===== src/rtl/vector_frame_accumulator.sv =====
`default_nettype none
// ============================================================================
//  Module      : vector_frame_accumulator
//  Description : Reduces each eof-delimited frame of N-lane signed vectors to
//                one result vector using a runtime-selected element-wise op
//                (PASS / saturating SUM / signed MAX / signed MIN) and reports
//                the frame length alongside the registered result.
//  Revision    : 1.0 - initial release
// ============================================================================
module vector_frame_accumulator #(
  parameter int         N          = 8,
  parameter int         DATA_WIDTH = 32,
  parameter logic [7:0] CONFIG_ID  = 8'd3,
  parameter int         LEN_WIDTH  = 16
) (
  input  logic                  clk,
  input  logic                  reset,
  input  logic                  tracing,
  input  logic [7:0]            configId,
  input  logic [7:0]            configData,
  input  logic                  valid_in,
  input  logic                  eof_in,
  input  logic [DATA_WIDTH-1:0] vector_in [N-1:0],
  output logic                  valid_out,
  output logic                  eof_out,
  output logic [DATA_WIDTH-1:0] vector_out [N-1:0],
  output logic [LEN_WIDTH-1:0]  frame_len_out,
  output logic                  busy_out
);

  typedef enum logic [0:0] {
    ST_IDLE  = 1'b0,
    ST_ACCUM = 1'b1
  } state_t;

  localparam logic [1:0] OP_PASS = 2'd0;
  localparam logic [1:0] OP_SUM  = 2'd1;
  localparam logic [1:0] OP_MAX  = 2'd2;
  localparam logic [1:0] OP_MIN  = 2'd3;

  // Source of an emitted result vector
  localparam logic [1:0] SRC_IN  = 2'd0;
  localparam logic [1:0] SRC_OP  = 2'd1;
  localparam logic [1:0] SRC_ACC = 2'd2;

  // Accumulator update selection
  localparam logic [1:0] ACC_HOLD    = 2'd0;
  localparam logic [1:0] ACC_LOAD_IN = 2'd1;
  localparam logic [1:0] ACC_LOAD_OP = 2'd2;

  localparam logic [LEN_WIDTH-1:0]  LEN_MAX = {LEN_WIDTH{1'b1}};
  localparam logic [LEN_WIDTH-1:0]  LEN_ONE = LEN_WIDTH'(1);
  localparam logic [DATA_WIDTH-1:0] SAT_POS = {1'b0, {(DATA_WIDTH-1){1'b1}}};
  localparam logic [DATA_WIDTH-1:0] SAT_NEG = {1'b1, {(DATA_WIDTH-1){1'b0}}};

  state_t                r_state;
  state_t                w_state_nxt;
  logic [1:0]            r_pending_op;
  logic [1:0]            r_active_op;
  logic [DATA_WIDTH-1:0] r_acc [N-1:0];
  logic [LEN_WIDTH-1:0]  r_len;

  logic                  w_v;
  logic                  w_e;
  logic                  w_cfg_hit;
  logic [1:0]            w_pending_fwd;
  logic [LEN_WIDTH-1:0]  w_len_inc;
  logic [LEN_WIDTH-1:0]  w_len_nxt;
  logic [1:0]            w_acc_sel;
  logic                  w_emit;
  logic                  w_emit_eof;
  logic [LEN_WIDTH-1:0]  w_emit_len;
  logic [1:0]            w_emit_src;
  logic                  w_copy_op;
  logic [DATA_WIDTH-1:0] w_op_res   [N-1:0];
  logic [DATA_WIDTH-1:0] w_emit_vec [N-1:0];
  logic                  w_unused_cfg;

  // tracing=0 masks the stream completely; the frame state simply waits
  assign w_v = valid_in & tracing;
  assign w_e = eof_in & tracing;

  assign w_cfg_hit    = (configId == CONFIG_ID);
  assign w_unused_cfg = ^configData[7:2];

  // A write in the same cycle as an op handover is forwarded so that an idle
  // block picks up the new op on the very next cycle.
  assign w_pending_fwd = w_cfg_hit ? configData[1:0] : r_pending_op;

  // Frame length sticks at its maximum while accumulation carries on
  assign w_len_inc = (r_len == LEN_MAX) ? r_len : r_len + LEN_ONE;

  assign busy_out = (r_state == ST_ACCUM);

  generate
    for (genvar i = 0; i < N; i++) begin : g_lane
      logic [DATA_WIDTH:0]   w_sum_ext;
      logic                  w_acc_gt_in;
      logic [DATA_WIDTH-1:0] w_lane_res;

      assign w_sum_ext   = {r_acc[i][DATA_WIDTH-1], r_acc[i]}
                         + {vector_in[i][DATA_WIDTH-1], vector_in[i]};
      assign w_acc_gt_in = ($signed(r_acc[i]) > $signed(vector_in[i]));

      // Per-lane combine of accumulator with incoming element
      always_comb begin
        w_lane_res = vector_in[i];
        case (r_active_op)
          OP_SUM: begin
            if (w_sum_ext[DATA_WIDTH] != w_sum_ext[DATA_WIDTH-1]) begin
              w_lane_res = w_sum_ext[DATA_WIDTH] ? SAT_NEG : SAT_POS;
            end else begin
              w_lane_res = w_sum_ext[DATA_WIDTH-1:0];
            end
          end
          OP_MAX:  w_lane_res = w_acc_gt_in ? r_acc[i] : vector_in[i];
          OP_MIN:  w_lane_res = w_acc_gt_in ? vector_in[i] : r_acc[i];
          default: w_lane_res = vector_in[i];
        endcase
      end

      assign w_op_res[i]   = w_lane_res;
      assign w_emit_vec[i] = (w_emit_src == SRC_OP)  ? w_lane_res :
                             (w_emit_src == SRC_ACC) ? r_acc[i]   :
                                                       vector_in[i];
    end
  endgenerate

  // State register
  always_ff @(posedge clk) begin
    if (reset) begin
      r_state <= ST_IDLE;
    end else begin
      r_state <= w_state_nxt;
    end
  end

  // Next-state decode plus datapath controls for accumulate / emit / op handover
  always_comb begin
    w_state_nxt = r_state;
    w_len_nxt   = r_len;
    w_acc_sel   = ACC_HOLD;
    w_emit      = 1'b0;
    w_emit_eof  = 1'b0;
    w_emit_len  = r_len;
    w_emit_src  = SRC_IN;
    w_copy_op   = 1'b0;
    case (r_state)
      ST_IDLE: begin
        // Idle cycles hand the pending op over unless a multi-vector frame opens
        w_copy_op = 1'b1;
        if (w_v) begin
          if ((r_active_op == OP_PASS) || w_e) begin
            // PASS vectors and single-vector frames go straight out
            w_emit     = 1'b1;
            w_emit_eof = w_e;
            w_emit_len = LEN_ONE;
            w_emit_src = SRC_IN;
            w_len_nxt  = LEN_ONE;
          end else begin
            w_state_nxt = ST_ACCUM;
            w_acc_sel   = ACC_LOAD_IN;
            w_len_nxt   = LEN_ONE;
            w_copy_op   = 1'b0;
          end
        end
      end
      ST_ACCUM: begin
        if (w_v) begin
          w_acc_sel = ACC_LOAD_OP;
          w_len_nxt = w_len_inc;
          if (w_e) begin
            w_emit      = 1'b1;
            w_emit_eof  = 1'b1;
            w_emit_len  = w_len_inc;
            w_emit_src  = SRC_OP;
            w_state_nxt = ST_IDLE;
            w_copy_op   = 1'b1;
          end
        end else if (w_e) begin
          // eof without data closes the frame with what has been gathered
          w_emit      = 1'b1;
          w_emit_eof  = 1'b1;
          w_emit_len  = r_len;
          w_emit_src  = SRC_ACC;
          w_state_nxt = ST_IDLE;
          w_copy_op   = 1'b1;
        end
      end
      default: begin
        w_state_nxt = ST_IDLE;
      end
    endcase
  end

  // Config registers, accumulator, length counter and registered outputs
  always_ff @(posedge clk) begin
    if (reset) begin
      r_pending_op  <= OP_PASS;
      r_active_op   <= OP_PASS;
      r_len         <= '0;
      valid_out     <= 1'b0;
      eof_out       <= 1'b0;
      frame_len_out <= '0;
      for (int i = 0; i < N; i++) begin
        r_acc[i]      <= '0;
        vector_out[i] <= '0;
      end
    end else begin
      if (w_cfg_hit) begin
        r_pending_op <= configData[1:0];
      end
      if (w_copy_op) begin
        r_active_op <= w_pending_fwd;
      end
      r_len     <= w_len_nxt;
      valid_out <= w_emit;
      eof_out   <= w_emit_eof;
      if (w_emit) begin
        frame_len_out <= w_emit_len;
      end
      for (int i = 0; i < N; i++) begin
        case (w_acc_sel)
          ACC_LOAD_IN: r_acc[i] <= vector_in[i];
          ACC_LOAD_OP: r_acc[i] <= w_op_res[i];
          default:     r_acc[i] <= r_acc[i];
        endcase
        if (w_emit) begin
          vector_out[i] <= w_emit_vec[i];
        end
      end
    end
  end

endmodule
`default_nettype wire

===== config.mk =====
export PLATFORM = sky130hd
export DESIGN_NAME = vector_frame_accumulator
export DESIGN_NICKNAME = d
export VERILOG_FILES = /design/src/rtl/vector_frame_accumulator.sv
export SDC_FILE = /design/constraint.sdc
export NUM_CORES = 2
export LEC_CHECK = 0
export ABC_CLOCK_PERIOD_IN_PS = 17000
export CAP_MARGIN = 5
export CORE_MARGIN = 2
export CORE_UTILIZATION = 51
export CTS_CLUSTER_SIZE = 8
export DETAILED_ROUTE_END_ITERATION = 12
export PLACE_DENSITY = 0.81
export REMOVE_ABC_BUFFERS = 1
export SYNTH_ARGS = -nofsm -noshare
export SYNTH_HDL_FRONTEND = slang
export SYNTH_SLANG_ARGS = --single-unit

===== constraint.sdc =====
create_clock -name clk -period 17 [get_ports clk]
set_input_delay 5.1 -clock clk [delete_from_list [all_inputs] [get_ports clk]]
set_output_delay 5.1 -clock clk [all_outputs]
set_load 0.03 [all_outputs]

# After elaboration in Yosys (flattened, before gate mapping)
# Memories as Yosys holds them, arrays and structs flattened.
# Index checks and enable logic that the tools add are counted.
# word_totals
reg_bits,295
ramBits,256
input_bits,277
output_inout_bits,275
wordCells,205
mem_count,1
# mem_list
name,words,width,read_ports,rd_ports_with_merged_regs,wr,line,source
r_acc,8,32,8,0,8,60,logic [DATA_WIDTH-1:0] r_acc [N-1:0];
# classes
n_addsub,9
order_cmp,8
eq_ne,19
muxes,122
bitwise,27
reduce_logical,4
# ops
cell,count
2-to-1 mux 32 bit,72
case mux 32 bit (3 select lines),8
adder 32 x 32 -> 33 bit,8
> comparator 32 bit,8
2-to-1 mux 16 bit,7
case mux 16 bit (2 select lines),2
OR 1 bit,24
2-to-1 mux 1 bit,23
"adder 16 x 1 -> 16 bit, second input constant",1
"equality test 16 bit, second input constant",1
"equality test 2 bit, second input constant",4
"equality test 8 x 2 -> 1 bit, second input constant",1
2-to-1 mux 2 bit,4
inequality test 1 bit,8
case mux 1 bit (2 select lines),4
case mux 2 bit (2 select lines),2
"equality test 2 x 1 -> 1 bit, second input constant",3
AND 1 bit,2
zero test 2 bit,1
"inequality test 2 x 1 -> 1 bit, second input constant",1
"inequality test 2 bit, second input constant",1
AND reduction 2 bit,1
OR reduction 2 bit,1
logical OR 1 bit,1
NOT 1 bit,1

# Logic depth before layout (Yosys ltp)
# logic_depth
depth_word,12
depth_mapped,18
ltp_nobuf,13

# Worst setup path after synthesis
# Ideal clock, no wire load.
# synth_timing
path_type,input -> register
startpoint,input valid_in
endpoint,memory r_acc[0][0] (enable)
setup_ns,0.901
t_arrival_ns,16.748
required_ns,16.099
slack_ns,-0.649
path_stages,3
path_buffers,1
cell_sequence,clkbuf_1 > nand2_1 > o21ai_0
# synth_rtl
item,line,source
start: declaration,21,"input logic valid_in,"
end: declaration,60,

==> metrics <==
number of hold violations in the final report=0; die width=339 um; Leak=0.0261 uW; Power Total=4750 uW; TritonCTS clock tree=done; GP Congestion=0.971; total grt overflow=0; Vias/cell=6.69; Synth Instances=7721; Resized Gates After CTS=0; Top FF cell, synth=dfxtp_1; # rows=122; Total GRT Usage=0.385; VDD IR max=0.0778 mV; Mean Syn Cell Area=7.41 um2; Final Setup Violations=0; Die Y=339 um; min-delay worst type=reg2reg; Layout area overhead=14.7%; clock-pin slew on the worst setup and hold paths=60 ps; Worst EP required=17450 ps; maximum root-to-sink buffer count=3; H-tree levels=3; Mapped Area=0.0572 mm2; EDFF count, synth=256; Post-DP HPWL=157000 um; Synth Warn #=0; layout cells sized above 1=0.0517; top cells by area, synth=edfxtp_1 13%, ha_1 11%, dfxtp_1 10%; DR iter-0 viols=7684; Initial Utilization=0.516; remaining antenna violation count=0; CTS root buffer=clkbuf_16; Port Buf Inserts=545; synth unique cells=124; dominant cell type by area after synthesis=edfxtp_1; status=completed; # fillers=10200; core region area=0.111 mm2; vias in the first global route=60100; final slew viol count=0; asr flop ratio synth=0; FF/Latch Area=0.0136 mm2; CP Class=in2reg; clk sinks=551; Routed Wire Length=233000 um; worst setup margin=6970 ps; drt pass-1 iters=6; Max Clk Rate=99.7 MHz; Setup crit end kind=register; Worst Clk Skew=26.3 ps; RSZ-0062 raised after global routing=false; Slew @ Worst Pin=1390 ps; hold buffers post-CTS=0; relative slew slack=0.0641; crit path time final=10030 ps; PwrDens=72.5 mW/mm2; Multi-input gate area=0.0397 mm2; register area share after synthesis=0.238; antenna violations before repair=41; crit path DAT=10480 ps; drt drc=0; period utilisation layout=0.590; Post-CTS Setup Bufs=0; Skew-Pair Late Insertion Delay=700 ps; via count=63300; max-cap viol count=0; worst-path fanout max=12; critical path launch point type=input pin; CTS buffer count=81; Nets=8680; Layout Utilization=0.591; share of the synthesized area in the top cell type=0.134; #FFs+latches synth=551; die area=0.115 mm2; Setup WS pre-CTS=6520 ps; I/O Pins=552; commonest non-fill, non-tap cells in the layout=1038 x a21oi_1, 944 x nand2_1, 547 x nor2_1; first-pass GRT wire length=353000 um; most common cell after layout, fill and taps aside=a21oi_1; Avg WL per Cell=24.6 um; maximum number of pins on one net before global-route repair=152
[per-stage QoR]
step / std cells / setup TNS [ps] / hold WS [ps] / area, um2
2_1_floorplan: 7176 / -1638750 / 480 / 54900
3_3_place_gp: 9287 / 0 / 437 / 63100
3_5_place_dp: 9287 / 0 / 443 / 63100
4_1_cts: 9431 / 0 / 454 / 65500
5_1_grt: 9451 / 0 / 475 / 65600
6_report: 9460 / 0 / 460 / 65600
[path summary, 6_finish.rpt]
path | end | slack [ps] | start | cells past startpoint
max | r_acc[0][55] | 6970 | vector_in[33] | 15
min | vector_out[195] | 460 | vector_out[195] | 2
max reg2reg | vector_out[108] | 10630 | r_active_op[0] | 10
min reg2reg | vector_out[195] | 460 | vector_out[195] | 2
[registers in the layout (all words and copies together) (netlist names)]
signal and count:
busy_out 1, eof_out 1, frame_len_out 16, r_acc 256
r_active_op 2, r_len 16, r_pending_op 2, valid_out 1
vector_out 256
[cells by family (layout without fill, tap and decap cells)]
logic type      after synthesis  count (layout)  synth area share
compound gates             2896            2896             0.331
xor+xnor                    232             232            0.0355
fa+ha+maj                   531             531             0.117
buf+inv                    1041            1263            0.0735
flops                       551             551             0.238
mux                         103             103            0.0197
other cells                   0              29                 0
simple gates               2367            2367             0.186
[layer usage]
metal / vias to the layer above / GRT usage / part of all wire
met5: - / 0 / 0.00098
met4: 36 / 0.215 / 0.056
met3: 790 / 0.0974 / 0.11
met2: 3673 / 0.599 / 0.44
met1: 30000 / 0.484 / 0.39
li1: 28700 / - / -
[worst max-delay path: stages]
cell,delay (ps)
clkdlybuf4s50_1,630
inv_1,80
ha_1,330
nor2b_1,200
o211ai_1,210
a211oi_2,380
o31ai_2,160
nor4b_2,350
o21ai_1,140
xnor2_1,1080
buf_4,390
nand2_1,410
nand2_1,540
o221ai_1,240
o21ba_2,240
[area by class of cell]
| class | instances | share of cell area |
|---|---|---|
| tap | 1488 | 0.0284 |
| timing repair buffer | 623 | 0.0930 |
| clock inverter | 3 | 0.000343 |
| multi-input combinational | 6129 | 0.605 |
| clock buffer | 141 | 0.0365 |
| sequential | 551 | 0.207 |
| inverter | 496 | 0.0286 |
| antenna | 29 | 0.00111 |
[Yosys cell counts, drive strengths merged (54+ instances only)]
cell and count:
buf 162, o221ai 111, clkbuf 383, a221oi 66
a211oi 125, a21oi 1059, a31oi 93, ha 513
edfxtp 256, o21ai 565, nand3 195, nor4 54
mux2i 78, o211ai 108, a21o 68, nor2b 76
o31ai 80, nand4 56, nand2b 62, dfxtp 295
xnor2 192, o21bai 64, inv 495, a221o 67
nand2 955, nor2 562, nor3 245
[where the power goes]
group	internal, uW	switching [uW]	leakage [uW]
Combinational	582	989	0.0199
Sequential	1470	82.5	0.00502
Clock	945	689	0.00116
(Power assumes the default switching activity.)
